--- src/rtl/csr_regfile.sv ---
`timescale 1ns/1ps
`default_nettype none
// ============================================================================
// Module      : csr_regfile
// Description : LoongArch control/status register file. Combinational CSR
//               reads, masked CSR writes, exception entry / ERTN state
//               save-restore, constant-frequency timer and interrupt
//               pending logic.
// Revision    : 1.0 - initial release
// ============================================================================
module csr_regfile #(
  parameter int TIMER_W = 32  // only 32 is supported
) (
  input  logic        clk,
  input  logic        resetn,
  // CSR access port
  input  logic [13:0] csr_num,
  input  logic        csr_re,
  output logic [31:0] csr_rvalue,
  input  logic        csr_we,
  input  logic [31:0] csr_wvalue,
  input  logic [31:0] csr_wmask,
  // retirement events from writeback
  input  logic        ertn_flush,
  input  logic        wb_ex,
  input  logic [31:0] wb_pc,
  input  logic [5:0]  wb_ecode,
  input  logic [8:0]  wb_esubcode,
  input  logic [31:0] wb_vaddr,
  // interrupt sources
  input  logic [7:0]  hw_int_in,
  input  logic        ipi_int_in,
  // outputs to decode / fetch
  output logic        has_int,
  output logic [31:0] ex_entry,
  output logic [31:0] ertn_entry
);

  // CSR addresses
  localparam logic [13:0] CSR_CRMD   = 14'h000;
  localparam logic [13:0] CSR_PRMD   = 14'h001;
  localparam logic [13:0] CSR_ECFG   = 14'h004;
  localparam logic [13:0] CSR_ESTAT  = 14'h005;
  localparam logic [13:0] CSR_ERA    = 14'h006;
  localparam logic [13:0] CSR_BADV   = 14'h007;
  localparam logic [13:0] CSR_EENTRY = 14'h00C;
  localparam logic [13:0] CSR_SAVE0  = 14'h030;
  localparam logic [13:0] CSR_SAVE1  = 14'h031;
  localparam logic [13:0] CSR_SAVE2  = 14'h032;
  localparam logic [13:0] CSR_SAVE3  = 14'h033;
  localparam logic [13:0] CSR_TID    = 14'h040;
  localparam logic [13:0] CSR_TCFG   = 14'h041;
  localparam logic [13:0] CSR_TVAL   = 14'h042;
  localparam logic [13:0] CSR_TICLR  = 14'h044;

  // exception codes that capture a bad virtual address
  localparam logic [5:0]  ECODE_ADEF = 6'h08;
  localparam logic [5:0]  ECODE_ALE  = 6'h09;

  // LIE bit 10 has no interrupt source behind it
  localparam logic [12:0] LIE_MASK   = 13'h1BFF;

  // --------------------------------------------------------------------------
  // Register state
  // --------------------------------------------------------------------------
  logic [1:0]         crmd_plv;
  logic               crmd_ie;
  logic               crmd_da;
  logic [1:0]         prmd_pplv;
  logic               prmd_pie;
  logic [12:0]        ecfg_lie;
  logic [1:0]         estat_sw;
  logic [7:0]         estat_hw;
  logic               estat_ti;
  logic               estat_ipi;
  logic [5:0]         estat_ecode;
  logic [8:0]         estat_esubcode;
  logic [31:0]        era;
  logic [31:0]        badv;
  logic [25:0]        eentry_va;
  logic [31:0]        tid;
  logic               tcfg_en;
  logic               tcfg_periodic;
  logic [29:0]        tcfg_initval;
  logic [TIMER_W-1:0] tval;

  // --------------------------------------------------------------------------
  // Write decode. Software writes are dropped entirely while an exception
  // retires, so every software write strobe is qualified by sw_we.
  // --------------------------------------------------------------------------
  logic        sw_we;
  logic [31:0] wr_bits;   // bits being set by the masked write
  logic [31:0] keep;      // bits preserved from the old value
  logic        wr_crmd;
  logic        wr_prmd;
  logic        wr_ecfg;
  logic        wr_estat;
  logic        wr_era;
  logic        wr_badv;
  logic        wr_eentry;
  logic        wr_tid;
  logic        wr_tcfg;
  logic        wr_ticlr;

  assign sw_we     = csr_we & ~wb_ex;
  assign wr_bits   = csr_wvalue & csr_wmask;
  assign keep      = ~csr_wmask;

  assign wr_crmd   = sw_we & (csr_num == CSR_CRMD);
  assign wr_prmd   = sw_we & (csr_num == CSR_PRMD);
  assign wr_ecfg   = sw_we & (csr_num == CSR_ECFG);
  assign wr_estat  = sw_we & (csr_num == CSR_ESTAT);
  assign wr_era    = sw_we & (csr_num == CSR_ERA);
  assign wr_badv   = sw_we & (csr_num == CSR_BADV);
  assign wr_eentry = sw_we & (csr_num == CSR_EENTRY);
  assign wr_tid    = sw_we & (csr_num == CSR_TID);
  assign wr_tcfg   = sw_we & (csr_num == CSR_TCFG);
  assign wr_ticlr  = sw_we & (csr_num == CSR_TICLR);

  // merged write data for the registers with narrow fields
  logic [3:0]  crmd_wdata;
  logic [2:0]  prmd_wdata;
  logic [31:0] tcfg_wdata;

  assign crmd_wdata = wr_bits[3:0] | ({crmd_da, crmd_ie, crmd_plv} & keep[3:0]);
  assign prmd_wdata = wr_bits[2:0] | ({prmd_pie, prmd_pplv} & keep[2:0]);
  assign tcfg_wdata = wr_bits | ({tcfg_initval, tcfg_periodic, tcfg_en} & keep);

  // --------------------------------------------------------------------------
  // Timer events. A TCFG write in the same cycle overrides the countdown,
  // including a would-be expiry.
  // --------------------------------------------------------------------------
  logic timer_hit;
  logic ticlr_clr;

  assign timer_hit = tcfg_en & (tval == '0) & ~wr_tcfg;
  assign ticlr_clr = wr_ticlr & wr_bits[0];

  // CRMD: exception drops to kernel with interrupts off, ERTN restores.
  always_ff @(posedge clk or negedge resetn) begin
    if (!resetn) begin
      crmd_plv <= 2'd0;
      crmd_ie  <= 1'b0;
      crmd_da  <= 1'b1;
    end else if (wb_ex) begin
      crmd_plv <= 2'd0;
      crmd_ie  <= 1'b0;
    end else if (ertn_flush) begin
      crmd_plv <= prmd_pplv;
      crmd_ie  <= prmd_pie;
    end else if (wr_crmd) begin
      crmd_plv <= crmd_wdata[1:0];
      crmd_ie  <= crmd_wdata[2];
      crmd_da  <= crmd_wdata[3];
    end
  end

  // PRMD: snapshot of PLV/IE taken at exception entry.
  always_ff @(posedge clk or negedge resetn) begin
    if (!resetn) begin
      prmd_pplv <= 2'd0;
      prmd_pie  <= 1'b0;
    end else if (wb_ex) begin
      prmd_pplv <= crmd_plv;
      prmd_pie  <= crmd_ie;
    end else if (wr_prmd) begin
      prmd_pplv <= prmd_wdata[1:0];
      prmd_pie  <= prmd_wdata[2];
    end
  end

  // ECFG: local interrupt enables.
  always_ff @(posedge clk or negedge resetn) begin
    if (!resetn) begin
      ecfg_lie <= 13'd0;
    end else if (wr_ecfg) begin
      ecfg_lie <= (wr_bits[12:0] | (ecfg_lie & keep[12:0])) & LIE_MASK;
    end
  end

  // ESTAT software interrupt bits IS[1:0].
  always_ff @(posedge clk or negedge resetn) begin
    if (!resetn) begin
      estat_sw <= 2'd0;
    end else if (wr_estat) begin
      estat_sw <= wr_bits[1:0] | (estat_sw & keep[1:0]);
    end
  end

  // ESTAT hardware and IPI bits: level sample of the lines every cycle.
  always_ff @(posedge clk or negedge resetn) begin
    if (!resetn) begin
      estat_hw  <= 8'd0;
      estat_ipi <= 1'b0;
    end else begin
      estat_hw  <= hw_int_in;
      estat_ipi <= ipi_int_in;
    end
  end

  // ESTAT timer flag: set on expiry, cleared via TICLR; expiry wins a tie.
  always_ff @(posedge clk or negedge resetn) begin
    if (!resetn) begin
      estat_ti <= 1'b0;
    end else if (timer_hit) begin
      estat_ti <= 1'b1;
    end else if (ticlr_clr) begin
      estat_ti <= 1'b0;
    end
  end

  // ESTAT exception cause, recorded only by hardware.
  always_ff @(posedge clk or negedge resetn) begin
    if (!resetn) begin
      estat_ecode    <= 6'd0;
      estat_esubcode <= 9'd0;
    end else if (wb_ex) begin
      estat_ecode    <= wb_ecode;
      estat_esubcode <= wb_esubcode;
    end
  end

  // ERA: return address captured at exception entry.
  always_ff @(posedge clk or negedge resetn) begin
    if (!resetn) begin
      era <= 32'd0;
    end else if (wb_ex) begin
      era <= wb_pc;
    end else if (wr_era) begin
      era <= wr_bits | (era & keep);
    end
  end

  // BADV: only address-type exceptions carry a faulting address.
  always_ff @(posedge clk or negedge resetn) begin
    if (!resetn) begin
      badv <= 32'd0;
    end else if (wb_ex) begin
      if ((wb_ecode == ECODE_ADEF) || (wb_ecode == ECODE_ALE)) begin
        badv <= wb_vaddr;
      end
    end else if (wr_badv) begin
      badv <= wr_bits | (badv & keep);
    end
  end

  // EENTRY: 64-byte aligned exception vector.
  always_ff @(posedge clk or negedge resetn) begin
    if (!resetn) begin
      eentry_va <= 26'd0;
    end else if (wr_eentry) begin
      eentry_va <= wr_bits[31:6] | (eentry_va & keep[31:6]);
    end
  end

  // SAVE0-3 scratch registers.
  logic [3:0] wr_save;

  generate
    for (genvar i = 0; i < 4; i++) begin : g_save
      logic [31:0] value;

      assign wr_save[i] = sw_we & (csr_num == (CSR_SAVE0 + 14'(i)));

      // one scratch word
      always_ff @(posedge clk or negedge resetn) begin
        if (!resetn) begin
          value <= 32'd0;
        end else if (wr_save[i]) begin
          value <= wr_bits | (value & keep);
        end
      end
    end
  endgenerate

  // TID: timer identifier, plain storage.
  always_ff @(posedge clk or negedge resetn) begin
    if (!resetn) begin
      tid <= 32'd0;
    end else if (wr_tid) begin
      tid <= wr_bits | (tid & keep);
    end
  end

  // TCFG: enable, periodic and initial value of the timer.
  always_ff @(posedge clk or negedge resetn) begin
    if (!resetn) begin
      tcfg_en       <= 1'b0;
      tcfg_periodic <= 1'b0;
      tcfg_initval  <= 30'd0;
    end else if (wr_tcfg) begin
      tcfg_en       <= tcfg_wdata[0];
      tcfg_periodic <= tcfg_wdata[1];
      tcfg_initval  <= tcfg_wdata[31:2];
    end
  end

  // TVAL: load on TCFG write, count down while enabled, park at all-ones
  // once a one-shot timer has expired.
  always_ff @(posedge clk or negedge resetn) begin
    if (!resetn) begin
      tval <= '1;
    end else if (wr_tcfg) begin
      tval <= TIMER_W'({tcfg_wdata[31:2], 2'b00});
    end else if (tcfg_en) begin
      if (tval == '0) begin
        tval <= tcfg_periodic ? TIMER_W'({tcfg_initval, 2'b00}) : '1;
      end else if (tval != '1) begin
        tval <= tval - TIMER_W'(1);
      end
    end
  end

  // --------------------------------------------------------------------------
  // Outputs
  // --------------------------------------------------------------------------
  logic [12:0] estat_is;
  logic [31:0] rd_data;

  assign estat_is = {estat_ipi, estat_ti, 1'b0, estat_hw, estat_sw};

  // Read mux: unmapped addresses and TICLR read as zero.
  always_comb begin
    rd_data = 32'd0;
    case (csr_num)
      CSR_CRMD:   rd_data = {28'd0, crmd_da, crmd_ie, crmd_plv};
      CSR_PRMD:   rd_data = {29'd0, prmd_pie, prmd_pplv};
      CSR_ECFG:   rd_data = {19'd0, ecfg_lie};
      CSR_ESTAT:  rd_data = {1'b0, estat_esubcode, estat_ecode, 3'd0, estat_is};
      CSR_ERA:    rd_data = era;
      CSR_BADV:   rd_data = badv;
      CSR_EENTRY: rd_data = {eentry_va, 6'd0};
      CSR_SAVE0:  rd_data = g_save[0].value;
      CSR_SAVE1:  rd_data = g_save[1].value;
      CSR_SAVE2:  rd_data = g_save[2].value;
      CSR_SAVE3:  rd_data = g_save[3].value;
      CSR_TID:    rd_data = tid;
      CSR_TCFG:   rd_data = {tcfg_initval, tcfg_periodic, tcfg_en};
      CSR_TVAL:   rd_data = 32'(tval);
      default:    rd_data = 32'd0;
    endcase
  end

  assign csr_rvalue = csr_re ? rd_data : 32'd0;
  assign has_int    = crmd_ie & (|(estat_is & ecfg_lie));
  assign ex_entry   = {eentry_va, 6'd0};
  assign ertn_entry = era;

endmodule
`default_nettype wire
--- config.mk ---
export PLATFORM = sky130hd
export DESIGN_NAME = csr_regfile
export DESIGN_NICKNAME = d
export VERILOG_FILES = /design/src/rtl/csr_regfile.sv
export SDC_FILE = /design/constraint.sdc
export NUM_CORES = 1
export LEC_CHECK = 0
export BUFFER_PORTS_ARGS = -buffer_cell sky130_fd_sc_hd__buf_2
export CAP_MARGIN = 30
export CORE_UTILIZATION = 38
export CTS_CLUSTER_DIAMETER = 40
export DETAILED_ROUTE_END_ITERATION = 8
export GPL_TIMING_DRIVEN = 1
export HOLD_SLACK_MARGIN = 0.03
export SYNTH_ARGS = -nofsm -noshare
export SYNTH_HDL_FRONTEND = slang
export SYNTH_SLANG_ARGS = --single-unit
--- constraint.sdc ---
create_clock -name clk -period 3.4 [get_ports clk]
set_input_delay 0.68 -clock clk [delete_from_list [all_inputs] [get_ports clk]]
set_output_delay 0.68 -clock clk [all_outputs]
set_load 0.05 [all_outputs]
==> impl.org <==
** Run status
- The flow ran to the end, and the final reports show no timing, DRC or antenna violations.

** Place
- Estimated wirelength of the detail-placed design :: 56180 microns
- Final RePlAce weighted congestion :: 0.9320
- Count of buffers inserted at the top-level ports :: 262
- # placed instances :: 2961
- In this run the cell area measured after placement is 23540 sq um.
- Prior to clock tree synthesis, the placed netlist has a worst setup slack of -0.3061 ns.

** STA
- Slew at the pin with the worst max-slew slack :: 0.8325 ns
- Ratio of final minimum period to clock period :: 0.9856
- Final Slew Violations :: 0
- Number of hold-slack violations in the final timing report :: 0
- Max Clock Freq :: 298.4 MHz
- The worst path needs 3.351 ns of the cycle, external delays included.
- Setup slack on the critical path of the routed design comes to 0.04903 ns.
- Setup repair after global routing could not meet its margin everywhere.
- Worst Clk Skew :: 0.02802 ns
- Setup violations remaining at the end of the flow were counted as 0.
- Headroom to the max-slew limit came out at 0.4450.
- Across all hold checks on the routed design, the worst slack comes to 0.1748 ns.

** Synthesis
- For this run, the number of Yosys warnings is 0.
- A synthesized cell averages 9.995 sq um.
- Commonest register cell after synthesis :: sky130_fd_sc_hd__dfrtp_1
- Counting flops and latches in the post-synthesis netlist gives 360.
- The synthesized design contains 0 enable-type register cells.
- Synth unique cells :: 72
- Sequential share of the synthesized area :: 0.4456
- Synth Instances :: 2032
- Cell Area, Synth :: 20310 sq um
- After synthesis, the share of flip-flops with an asynchronous set or reset is 1.000.

** GRT
- The initial antenna violation count is 2.
- The first global-routing pass estimated 119500 microns of wire.
- For this run, the total global-route usage over all layers was measured as 0.2964.
- The number of global-route vias before repair came to 18680.
- Entering global routing, the biggest net connects 73 pins.
- Global routing finished with a remaining overflow of 0.

** Worst setup path
- For the worst setup path, the data required time is 2.72 ns.
- STA classifies the critical path startpoint as an input port.
- Arr. time, crit path :: 2.67 ns
- In this run the worst path has a maximum fanout of 6.
- Launching element of the worst setup path :: csr_num[4]
- Destination of the worst register-to-register timing path :: tval[2]
- Source of the worst register-to-register timing path :: tval[1]
- The critical path in this run is classified as in2out.
- For flop-to-flop paths, the worst setup slack is 0.56 ns.
- Measured in cells, the most critical reg-to-reg path has a length of 7.
- Worst Setup EP :: csr_rvalue[24]
- CP Capture Type :: output port

** Pwr
- The completed layout was analyzed and its total power is 0.01252 W.
- Power density cells :: 475.6 nW/um^2
- The worst-case IR drop observed on VDD is 382.7 uV.
- Cell leakage power :: 11.71 nW

** Cells and area
- Total area of multi-input combinational cells :: 10690 sq um
- After the flow finishes, the layout carries non-filler instances totaling 3096.
- The net count of the finished layout is 2527.
- Filler Cell Count :: 4762
- Cell area after layout :: 26320 sq um
- Area overhead of the layout relative to synthesis :: 29.58%
- Of the cells placed in the final design, the portion with a size suffix greater than 1 is 0.3880.
- Commonest non-fill, non-tap cells in the layout :: sky130_fd_sc_hd__nand2_1 (343), sky130_fd_sc_hd__dfrtp_1 (327), sky130_fd_sc_hd__mux2_2 (240)
- Most frequent standard cell in the layout excluding fill and tap cells :: sky130_fd_sc_hd__nand2_1
- In the final layout, flip-flops and latches occupy 9050 sq um.

** Clock network
- Depth of the CTS H-tree :: 3
- Clk Latency, worst-skew pair :: 0.61 ns
- The cell sitting at the root of the clock tree is a sky130_fd_sc_hd__clkbuf_16.
- TritonCTS built the clock tree.
- Clock-pin slew was measured on the worst setup and hold paths at 0.05 ns.
- Clock tree synthesis inserted a total of 71 buffers.
- TritonCTS Sinks :: 360
- Maximum clock path buffer count :: 3

** Floorplan
- Ports placed on the boundary :: 269
- The die is 233.2 microns wide.
- Std-Cell Rows :: 84
- Effective utilization at floorplan :: 0.3857
- Die area :: 54380 sq um
- The die is 233.2 microns tall.
- Area of the core :: 52660 sq um

** Drt
- Post-detailed-route wirelength per cell :: 25.96 microns
- TritonRoute pass-1 iters :: 6
- The final layout contains routed wiring with a total length of 80360 microns.
- Number of design rule violations left after detail routing :: 0
- Via count :: 18610
- Dividing the detail-routed via count by the number of cells gives 6.010.
- Number of nets still failing antenna checks after routing :: 0
- Starting DRT DRC Count :: 1696

** Job
- Number of max-capacitance violations reported :: 0

** Hold path
- Classification of the worst-slack hold path :: in2reg
## layout make-up
cell class / count / area share
Antenna cell: 1 / 0.00009508
Inverter: 8 / 0.001141
Multi-Input combinational cell: 1465 / 0.4063
Tap cell: 688 / 0.03271
Sequential cell: 360 / 0.3439
Clock buffer: 81 / 0.07121
Clock inverter: 47 / 0.02054
Timing Repair Buffer: 446 / 0.1242
## cell usage after synthesis, types with 5 or more instances
cell type | count | area, sq um
sky130_fd_sc_hd__or4_1 | 8 | 60.06
sky130_fd_sc_hd__nand4_1 | 20 | 125.1
sky130_fd_sc_hd__clkbuf_1 | 97 | 364.1
sky130_fd_sc_hd__dfstp_2 | 33 | 867.1
sky130_fd_sc_hd__a221oi_1 | 21 | 183.9
sky130_fd_sc_hd__o22ai_1 | 63 | 394.1
sky130_fd_sc_hd__buf_1 | 40 | 150.1
sky130_fd_sc_hd__o31ai_1 | 9 | 67.56
sky130_fd_sc_hd__nor2b_1 | 12 | 75.07
sky130_fd_sc_hd__a2bb2oi_1 | 10 | 87.58
sky130_fd_sc_hd__nand3_1 | 17 | 85.08
sky130_fd_sc_hd__dfrtp_1 | 327 | 8183
sky130_fd_sc_hd__a211oi_1 | 9 | 67.56
sky130_fd_sc_hd__mux2i_1 | 88 | 880.8
sky130_fd_sc_hd__o21ai_1 | 21 | 105.1
sky130_fd_sc_hd__a32oi_1 | 6 | 52.55
sky130_fd_sc_hd__nand2_1 | 346 | 1299
sky130_fd_sc_hd__mux2_1 | 32 | 360.4
sky130_fd_sc_hd__and3_1 | 8 | 50.05
sky130_fd_sc_hd__o2bb2ai_1 | 11 | 96.34
sky130_fd_sc_hd__nor3_2 | 8 | 80.08
sky130_fd_sc_hd__o21ai_0 | 45 | 225.2
sky130_fd_sc_hd__inv_1 | 8 | 30.03
sky130_fd_sc_hd__nor4b_1 | 34 | 297.8
sky130_fd_sc_hd__a21oi_1 | 78 | 390.4
sky130_fd_sc_hd__buf_4 | 14 | 105.1
sky130_fd_sc_hd__nor2_1 | 67 | 251.5
sky130_fd_sc_hd__a31oi_1 | 18 | 112.6
sky130_fd_sc_hd__a22oi_1 | 71 | 533.0
sky130_fd_sc_hd__nand2b_1 | 10 | 62.56
sky130_fd_sc_hd__o32ai_1 | 9 | 78.83
sky130_fd_sc_hd__o211ai_1 | 6 | 45.04
sky130_fd_sc_hd__buf_2 | 50 | 250.2
sky130_fd_sc_hd__mux2_2 | 240 | 2703
sky130_fd_sc_hd__nor3_1 | 79 | 395.4
sky130_fd_sc_hd__nor4_4 | 5 | 106.4
sky130_fd_sc_hd__a222oi_1 | 9 | 90.09
sky130_fd_sc_hd__o221ai_1 | 13 | 113.9
sky130_fd_sc_hd__a22o_1 | 13 | 113.9
sky130_fd_sc_hd__o21a_1 | 6 | 45.04
sky130_fd_sc_hd__mux4_2 | 6 | 135.1
## worst max-delay path, stage by stage
cell                       delay, ns
sky130_fd_sc_hd__buf_2          0.15
sky130_fd_sc_hd__or4b_4         0.56
sky130_fd_sc_hd__nor3_4         0.21
sky130_fd_sc_hd__buf_8          0.20
sky130_fd_sc_hd__buf_12         0.12
sky130_fd_sc_hd__buf_4          0.09
sky130_fd_sc_hd__a22o_1         0.11
sky130_fd_sc_hd__a222oi_1       0.12
sky130_fd_sc_hd__a31oi_4        0.26
sky130_fd_sc_hd__buf_12         0.17
## kinds of logic after synthesis
group	count (synthesis)	share of synthesized area
xor+xnor	6	0.002587
simple gates	647	0.1557
flops	360	0.4456
compound gates	437	0.1473
mux	366	0.2008
fa+ha+maj	3	0.001848
other cells	1	0.0001846
buf+inv	212	0.04596
## layer usage
metal,GRT usage,vias to the layer above,part of all wire
li1,-,8123,-
met4,0.1403,2,0.039
met3,0.04810,184,0.076
met5,0,-,0.00016
met1,0.3925,9419,0.41
met2,0.4716,878,0.47
## per-stage QoR
stage / util / setup TNS [ns]
after global routing: 0.4998 / -0.04317
final: 0.4998 / 0
after floorplan: - / -3.065
after CTS: 0.4963 / -0.06886
after detailed placement: 0.4470 / -4.843
after global placement: 0.4470 / -4.324
## where the power goes
part / internal, W / switching [W] / total [W]
Clock: 0.00461 / 0.00250 / 0.00711
Sequential: 0.00438 / 0.0000811 / 0.00446
Combinational: 0.000296 / 0.000652 / 0.000948
Total: 0.00928 / 0.00324 / 0.0125
## worst min-delay path by stage
stage | from | end | slack, ns | cells after the start
floorplan | resetn | asynchronous set/reset pin | 0.38 | 0
global placement | flop | flop | 0.47 | 1
detailed placement | flop | flop | 0.48 | 1
CTS | ipi_int_in | estat_ipi | 0.15 | 1
global route | ipi_int_in | estat_ipi | 0.17 | 1
finish | ipi_int_in | estat_ipi | 0.17 | 1
## what timing repair did
item,CTS,global route
resized for setup,30,45
pin swaps,8,18
setup endpoints to repair,32,32
hold buffers,1,0
buffers inserted,6,0
endpoints found under the hold margin,33,0
(Power assumes the default switching activity.)
